==> config.mk <==
export PLATFORM = sky130hd
export DESIGN_NAME = gate_level_allot
export DESIGN_NICKNAME = d
export VERILOG_FILES = /design/src/rtl/gate_level_allot_pkg.sv /design/src/rtl/gate_level_allot_doctor_busy_timer.sv /design/src/rtl/gate_level_allot.sv
export SDC_FILE = /design/constraint.sdc
export NUM_CORES = 1
export LEC_CHECK = 0
export ABC_CLOCK_PERIOD_IN_PS = 1860
export CORE_AREA = 2 2 39 41
export DETAILED_ROUTE_END_ITERATION = 8
export DIE_AREA = 0 0 41 43
export PLACE_DENSITY = 0.71
export SLEW_MARGIN = 20
export SYNTH_ARGS = -nofsm -noshare
export SYNTH_HDL_FRONTEND = slang
export SYNTH_SLANG_ARGS = --single-unit
==> constraint.sdc <==
create_clock -name clk -period 1.86 [get_ports clk]
set_input_delay 0.465 -clock clk [delete_from_list [all_inputs] [get_ports clk]]
set_output_delay 0.465 -clock clk [all_outputs]
set_load 0.03 [all_outputs]
==> src/rtl/gate_level_allot_pkg.sv <==
// Shared codes and allocation priority for the two-doctor reception allotter.
// Query and desk-response encodings plus the default consultation length.
package gate_level_allot_pkg;

    typedef enum logic [1:0] {
        Q_NONE = 2'b00,
        Q_DOC1 = 2'b01,
        Q_DOC2 = 2'b10,
        Q_ANY  = 2'b11
    } query_e;

    typedef enum logic [1:0] {
        M_IDLE = 2'b00,
        M_DOC1 = 2'b01,
        M_DOC2 = 2'b10,
        M_WAIT = 2'b11
    } msg_e;

    localparam int DEF_CONSULT_CYCLES = 15;

    // Doctor 2 is tried first only for an explicit doctor-2 preference.
    function automatic msg_e allot(
        input logic [1:0] q,
        input logic       free1,
        input logic       free2
    );
        msg_e r;
        r = M_WAIT;
        if (q == Q_DOC2) begin
            if (free2) begin
                r = M_DOC2;
            end else if (free1) begin
                r = M_DOC1;
            end
        end else begin
            if (free1) begin
                r = M_DOC1;
            end else if (free2) begin
                r = M_DOC2;
            end
        end
        return r;
    endfunction

endpackage

==> src/rtl/gate_level_allot_doctor_busy_timer.sv <==
// Per-doctor consultation timer: loads on allotment, counts down to zero.
// busy is decoded from the count register so it never glitches.
module doctor_busy_timer
    import gate_level_allot_pkg::*;
#(
    parameter  int CONSULT_CYCLES = DEF_CONSULT_CYCLES,
    localparam int CNT_W          = $clog2(CONSULT_CYCLES + 1)
) (
    input  logic clk,
    input  logic start,
    input  logic load,
    output logic busy
);

    logic [CNT_W-1:0] cnt_q;
    logic [CNT_W-1:0] cnt_d;

    always_comb begin
        cnt_d = cnt_q;
        if (load) begin
            cnt_d = CNT_W'(CONSULT_CYCLES);
        end else if (cnt_q != '0) begin
            cnt_d = cnt_q - 1'b1;
        end
    end

    always_ff @(posedge clk or posedge start) begin
        if (start) begin
            cnt_q <= '0;
        end else begin
            cnt_q <= cnt_d;
        end
    end

    assign busy = (cnt_q != '0);

endmodule

==> src/rtl/gate_level_allot.sv <==
// Reception-desk allotter: detects new patient requests and assigns
// one of two doctors, or answers wait when both are in consultation.
module gate_level_allot
    import gate_level_allot_pkg::*;
#(
    parameter int CONSULT_CYCLES = DEF_CONSULT_CYCLES
) (
    input  logic       clk,
    input  logic       start,
    input  logic [1:0] query,
    output logic       A,
    output logic       B,
    output logic [1:0] message
);

    logic [1:0] prev_q;
    msg_e       msg_q;
    msg_e       msg_d;
    msg_e       grant;
    logic       req;
    logic       busy1;
    logic       busy2;
    logic       load1;
    logic       load2;

    // A held query counts once; any change to a nonzero code re-requests.
    assign req = (query != Q_NONE) && (query != prev_q);

    always_comb begin
        grant = allot(query, !busy1, !busy2);
        msg_d = msg_q;
        if (req) begin
            msg_d = grant;
        end
    end

    assign load1 = req && (grant == M_DOC1);
    assign load2 = req && (grant == M_DOC2);

    always_ff @(posedge clk or posedge start) begin
        if (start) begin
            prev_q <= Q_NONE;
            msg_q  <= M_IDLE;
        end else begin
            prev_q <= query;
            msg_q  <= msg_d;
        end
    end

    doctor_busy_timer #(
        .CONSULT_CYCLES(CONSULT_CYCLES)
    ) u_doc1 (
        .clk  (clk),
        .start(start),
        .load (load1),
        .busy (busy1)
    );

    doctor_busy_timer #(
        .CONSULT_CYCLES(CONSULT_CYCLES)
    ) u_doc2 (
        .clk  (clk),
        .start(start),
        .load (load2),
        .busy (busy2)
    );

    assign A       = busy1;
    assign B       = busy2;
    assign message = msg_q;

endmodule

==> out/qor.yml, run 1 <==
critical_path:
  setup.worst_path.start_class: "register"
  crit_arrival_ns: 1.34
  crit_buf_inv: 3
  cp-startpoint: "u_doc2.cnt_q[1]"
  endpoint_kind: "output pin"
  path_cells: "inv_2 > ha_4 > nor3b_4 > inv_2 > buf_6"
  crit_path_frequent_cell: "inv_2"
  crit_slowest_cell: "dfrtp_1"
  crit_path_max_incr_delay_ns: 0.41
  crit_path_max_fanout: 3
  cp.required_ns: 1.39
  path_class: "register to output pin"
  worst_r2r_startpoint: "u_doc2.cnt_q[1]"
  crit_family: "flip-flops"
global_routing:
  grt_overflow: 0
  grt_pass1_wl_um: 2240
  antenna_found_initial: 0
  track_usage: 0.199
  grt_pass1_vias: 493
  grt_max_degree: 13
placement:
  place_congestion: 0.796
  io_buffers: 7
  hpwl_um: 1030
die:
  fp-row-count: 14
  core_area_um2: 1380
  die_x_um: 41
  dieArea_um2: 1760
  initial_core_util: 0.466
  die_height_um: 43
  num_io_pins: 8
clock_network:
  clkSlewWorstSetupHoldPaths_ns: 0.08
  cts-htree-levels: 1
  cts_buffers: 3
  worstSkewPairLatency_ns: 0.28
  ctsHoldBuffers: 0
  cts_root_buffer: "clkbuf_4"
  cts.sink_count: 12
  clock_path_buffers: 2
  cts_tree: "yes"
yosys:
  yosysSeqAreaShare: 0.466
  netlist_area_um2: 644
  ys_ff_latch: 12
  syn-num-nets: 67
  yosysUniqueCellTypes: 23
  ys.warnings.count: 0
  synthCells: 59
  syn_avg_cell_area_um2: 10.9
  async_flop_share: 1.00
  synth_edf_count: 0
  synth_flop_cell: "dfrtp_1"
timing:
  finalCritPeriodShare: 0.968
  period_minus_slack_ns: 1.80
  finClkSkew_ns: 0.00444
  finalSetupTns_ns: 0
  max_freq_mhz: 555
  worst_pin_slew_ns: 0.454
  finalHoldViolations: 0
  slew_headroom: 0.697
  setup_violations: 0
  slew_viol_final: 0
detailed_routing:
  routedWlPerCell_um: 14.0
  drc_errors: 0
  num_vias: 534
  wirelength_um: 1450
  firstDrtPassIters: 4
  drtIter0Drc: 10
  drt-vias-per-instance: 5.18
  antenna_left: 0
run_status:
  run_status: "finished, final reports clean"
final_layout:
  fin_nets: 96
  postLayoutCoreUtil: 0.666
  diodes: 0
  syn_to_final_growth_pct: 43.1
  layout-drive-gt1-share: 0.425
run:
  maxCapViolations: 0
pwr:
  p_leak_nw: 0.400
  peakVddDrop_v: 0.000856
  power_density_nw_per_um2: 1580
hold_path:
  hold_path_class: "input pin to asynchronous set/reset pin"
metrics by stage:
step	instances	worst slack (ns)	area (µm²)	total power, mW	hold WS, ns
floorplan	59	0.302	644	0.853	0.330
global placement	93	-0.0386	815	1.06	0.476
detailed placement	93	-0.0723	815	1.10	0.480
CTS	99	0.0137	861	1.35	0.498
global route	103	-0.0178	922	1.57	0.528
finish	103	0.0595	922	1.45	0.489
cell usage after synthesis, types with 2 or more instances:
library cell	n	area [µm²]
o211ai_1	2	15.0
nor2_1	2	7.51
o221ai_2	2	30.0
xnor2_1	4	35.0
o21ai_0	6	30.0
a21boi_1	2	15.0
nand2b_1	2	12.5
ha_1	4	50.1
inv_2	2	7.51
inv_1	5	18.8
nor3b_4	2	37.5
dfrtp_1	12	300
o21a_1	2	15.0
nand2_1	3	11.3
cell type report:
class | instances | area (µm²)
clock buffers | 4 | 36.3
repair buffers | 24 | 196
multi-input cells | 40 | 343
flip-flops and latches | 12 | 300
fillers | 113 | 462
inverters | 7 | 26.3
well taps | 16 | 20.0
placed cells by master (no fill, tap or decap), types with 2 or more instances in the layout:
cell type	synthesis	routed
nand2b_1	2	2
inv_2	2	6
clkbuf_4	0	3
buf_4	0	18
o21a_1	2	2
nor3b_4	2	2
nor2_1	2	2
o221ai_2	2	2
o211ai_1	2	2
a21boi_1	2	2
ha_4	0	2
dfrtp_1	12	12
ha_1	4	2
clkdlybuf4s50_1	0	5
xnor2_1	4	4
nand2_1	3	3
o21ai_0	6	6
state kept, by name (all words and copies together) (netlist names):
register,count
message,2
prev_q,2
u_doc1.cnt_q,4
u_doc2.cnt_q,4
worst register-to-register path: cells and delay by family (launching register included):
family,cells,cell delay (ns)
buffers and inverters,3,0.31
adders and majority gates,1,0.13
and+or+nand+nor,1,0.22
AOI/OAI and AO/OA,2,0.36
DFF,1,0.41
final timing paths:
check | end | cells after the start | slack [ns]
min | u_doc1.cnt_q[3] | 2 | 0.49
max in group asynchronous | u_doc1.cnt_q[1] | 2 | 1.06
max | B | 5 | 0.06
max reg2reg | u_doc1.cnt_q[1] | 7 | 0.31
min in group clk | message[1] | 1 | 0.49
min reg2reg | message[1] | 1 | 0.49
power breakdown:
| part | leakage, nW | internal, mW | switching, mW | total (mW) |
|---|---|---|---|---|
| registers | 0.135 | 0.371 | 0.106 | 0.477 |
| logic | 0.244 | 0.413 | 0.350 | 0.763 |
| clock network | 0.0210 | 0.119 | 0.0941 | 0.213 |
| total | 0.400 | 0.903 | 0.550 | 1.45 |
logic make-up (layout without fill, tap and decap cells):
group                    after synthesis  after routing  synth area share
AO/OA/AOI/OAI                         16             16             0.183
flip-flops                            12             12             0.466
buffers and inverters                  7             35            0.0408
adder cells (fa/ha/maj)                4              4            0.0777
XOR/XNOR                               4              4            0.0544
AND/OR/NAND/NOR                       16             16             0.179
metal layers:
layer  global-route usage  vias up  part of all wire
li1                     -      264                 -
met2                0.256       10              0.49
met3               0.0471        4             0.026
met4                0.173        0             0.030
met5                    0        -                 0
met1                0.263      256              0.45
timing repair:
item,4_1_cts,5_1_grt
gates resized for setup,7,9
setup buffers,2,4
setup endpoints to repair,2,2
pin swaps,0,1
(Power assumes the default switching activity.)
==> run 2, diff against run 1 <==
--- a/config.mk
+++ b/config.mk
@@ -10,6 +10,7 @@
 export DETAILED_ROUTE_END_ITERATION = 8
 export DIE_AREA = 0 0 41 43
 export PLACE_DENSITY = 0.71
+export SETUP_SLACK_MARGIN = 0.05
 export SLEW_MARGIN = 20
 export SYNTH_ARGS = -nofsm -noshare
 export SYNTH_HDL_FRONTEND = slang
==> out/qor.yml, run 2 (synthesized netlist as in run 1, its figures left out) <==
detailed_routing:
  routedWlPerCell_um: 13.6  # was 14.0 µm
  wirelength_um: 1450  # about the same
  drt-vias-per-instance: 5.07  # was 5.18
  antenna_left: 0  # unchanged
  num_vias: 537  # was 534
  firstDrtPassIters: 4  # unchanged
  drc_errors: 0  # unchanged
  drtIter0Drc: 5  # was 10
die:
  die_x_um: 41  # unchanged
  fp-row-count: 14  # unchanged
  core_area_um2: 1380  # unchanged
  initial_core_util: 0.466  # unchanged
  num_io_pins: 8  # unchanged
  die_height_um: 43  # unchanged
  dieArea_um2: 1760  # unchanged
clock_network:
  cts_root_buffer: "clkbuf_4"  # unchanged
  worstSkewPairLatency_ns: 0.28  # about the same
  ctsHoldBuffers: 0  # unchanged
  cts.sink_count: 12  # unchanged
  clock_path_buffers: 2  # unchanged
  cts_buffers: 3  # unchanged
  cts-htree-levels: 1  # unchanged
  clkSlewWorstSetupHoldPaths_ns: 0.08  # about the same
  cts_tree: "yes"  # unchanged
critical_path:
  rrSetupSlack_ns: 0.33  # was 0.31 ns
  path_cells: "inv_2 > ha_4 > nor3b_4 > inv_2 > buf_6"  # unchanged
  crit_arrival_ns: 1.31  # was 1.34 ns
  worst_r2r_startpoint: "u_doc1.cnt_q[0]"  # was u_doc2.cnt_q[1]
  r2r_end: "u_doc2.cnt_q[1]"  # was u_doc1.cnt_q[1]
  crit_path_frequent_cell: "inv_2"  # unchanged
  crit_path_max_incr_delay_ns: 0.40  # was 0.41 ns
  endpoint: "B"  # unchanged
  r2r_cells: 7  # unchanged
  endpoint_kind: "output pin"  # unchanged
  cp-startpoint: "u_doc2.cnt_q[1]"  # unchanged
  setup.worst_path.start_class: "register"  # unchanged
  crit_path_max_fanout: 3  # unchanged
  cp.required_ns: 1.39  # about the same
  path_class: "register to output pin"  # unchanged
  crit_slowest_cell: "dfrtp_1"  # unchanged
global_routing:
  grt_pass1_vias: 502  # was 493
  antenna_found_initial: 0  # unchanged
  track_usage: 0.206  # was 0.199
  grt_max_degree: 13  # unchanged
  grt_overflow: 0  # unchanged
  grt_pass1_wl_um: 2280  # was 2240 µm
timing:
  finalCritPeriodShare: 0.956  # was 0.968
  slew_viol_final: 0  # unchanged
  worst_pin_slew_ns: 0.451  # was 0.454 ns
  slew_headroom: 0.699  # was 0.697
  max_freq_mhz: 562  # was 555 MHz
  finalHoldViolations: 0  # unchanged
  timing.hold.ws_ns: 0.488  # was 0.489 ns
  setup_violations: 0  # unchanged
  period_minus_slack_ns: 1.78  # was 1.80 ns
  finClkSkew_ns: 0.00183  # was 0.00444 ns
  rsz0062_at_grt: "yes"
placement:
  hpwl_um: 1030  # unchanged
  place_congestion: 0.796  # unchanged
  io_buffers: 7  # unchanged
run:
  maxCapViolations: 0  # unchanged
pwr:
  clkPwrFrac: 0.142  # was 0.147
  switching_power_mw: 0.551  # was 0.550 mW
  swShare: 0.370  # was 0.378
  combPwrFrac: 0.539  # was 0.525
  internal-power_mw: 0.940  # was 0.903 mW
  p_leak_nw: 0.418  # was 0.400 nW
  power_density_nw_per_um2: 1560  # was 1580 nW/µm²
  power_frac_seq: 0.319  # was 0.328
  p_total_mw: 1.49  # was 1.45 mW
  peakVddDrop_v: 0.000923  # was 0.000856 V
final_layout:
  mostFrequentLayoutCells: "20 x buf_4, 12 x dfrtp_1, 6 x inv_2, 6 x o21ai_0, 4 x xnor2_1"  # was 18 x buf_4, 12 x dfrtp_1, 6 x inv_2, 6 x o21ai_0, 5 x clkdlybuf4s50_1
  diodes: 0  # unchanged
  postLayoutCoreUtil: 0.689  # was 0.666
  syn_to_final_growth_pct: 48.0  # was 43.1%
  multi_input_comb_area_um2: 343  # unchanged
  final-seq-area_um2: 300  # unchanged
  layout-drive-gt1-share: 0.444  # was 0.425
  reg_top3: "u_doc1.cnt_q: 4 flops, u_doc2.cnt_q: 4 flops"  # unchanged
  num-fill-cells: 104  # was 113
  fin_nets: 99  # was 96
  layout_commonest_cell: "buf_4"  # unchanged
hold_path:
  hold_path_class: "input pin to asynchronous set/reset pin"  # unchanged
run_status:
  run_status: "finished, final reports clean"  # unchanged
[run 2: cell count changes in the layout (fill, tap and decap cells not counted)]
cell             previous run  this run
buf_4                      18        20
clkdlybuf4s50_1             5         3
dlymetal6s2s_1              0         2
buf_6                       1         2
[run 2: power by group through the flow]
stage / clock [mW] / sequential (mW) / combinational, mW
6_report: 0.212 / 0.475 / 0.804
5_1_grt: 0.235 / 0.488 / 0.894
4_1_cts: 0.218 / 0.478 / 0.677
3_5_place_dp: 0 / 0.478 / 0.618
3_3_place_gp: 0 / 0.469 / 0.591
2_1_floorplan: 0 / 0.480 / 0.373
[run 2: worst min-delay path by stage]
stage / slack, ns / from / depth (start not counted) / to
after detailed placement: 0.48 / message[1] / 1 / message[1]
after floorplan: 0.33 / start / 1 / message[0]
after global routing: 0.52 / message[0] / 1 / message[0]
final: 0.49 / start / 2 / u_doc1.cnt_q[3]
after CTS: 0.50 / message[1] / 1 / message[1]
after global placement: 0.48 / message[1] / 1 / message[1]
[run 2: layout make-up]
type                            instances  area share
Sequential cell                        12       0.315
Inverter                                7      0.0276
Clock buffer                            4      0.0381
Tap cell                               16      0.0210
Timing Repair Buffer                   27       0.239
Multi-Input combinational cell         40       0.360
[run 2: timing repair]
action	in CTS	in global routing
endpoints found under the hold margin	0	0
resized for setup	12	6
endpoints found under the setup margin	2	4
buffers inserted	3	6
[run 2: worst max-delay path: cells and delay by family, from the launching register on]
family        cells  cell delay, ns
flops             1            0.40
buf+inv           3            0.29
fa+ha+maj         1            0.13
simple gates      1            0.21
[run 2: metrics by stage]
step | setup WS [ns] | setup TNS (ns) | cells | area [µm²]
floorplan | 0.302 | 0 | 59 | 644
detailed placement | -0.0723 | -0.177 | 93 | 815
finish | 0.0819 | 0 | 106 | 953
global placement | -0.0386 | -0.0837 | 93 | 815
global route | 0.0000892 | 0 | 106 | 953
CTS | 0.0469 | 0 | 100 | 877
[run 2: per-layer routing]
| metal | track usage | wire length, µm | share of wire | up-vias |
|---|---|---|---|---|
| met2 | 0.256 | 699 | 0.48 | 11 |
| met3 | 0.0628 | 39 | 0.027 | 5 |
| met5 | 0 | 0 | 0 | - |
| met4 | 0.193 | 51 | 0.035 | 0 |
| li1 | - | - | - | 268 |
| met1 | 0.266 | 655 | 0.45 | 253 |
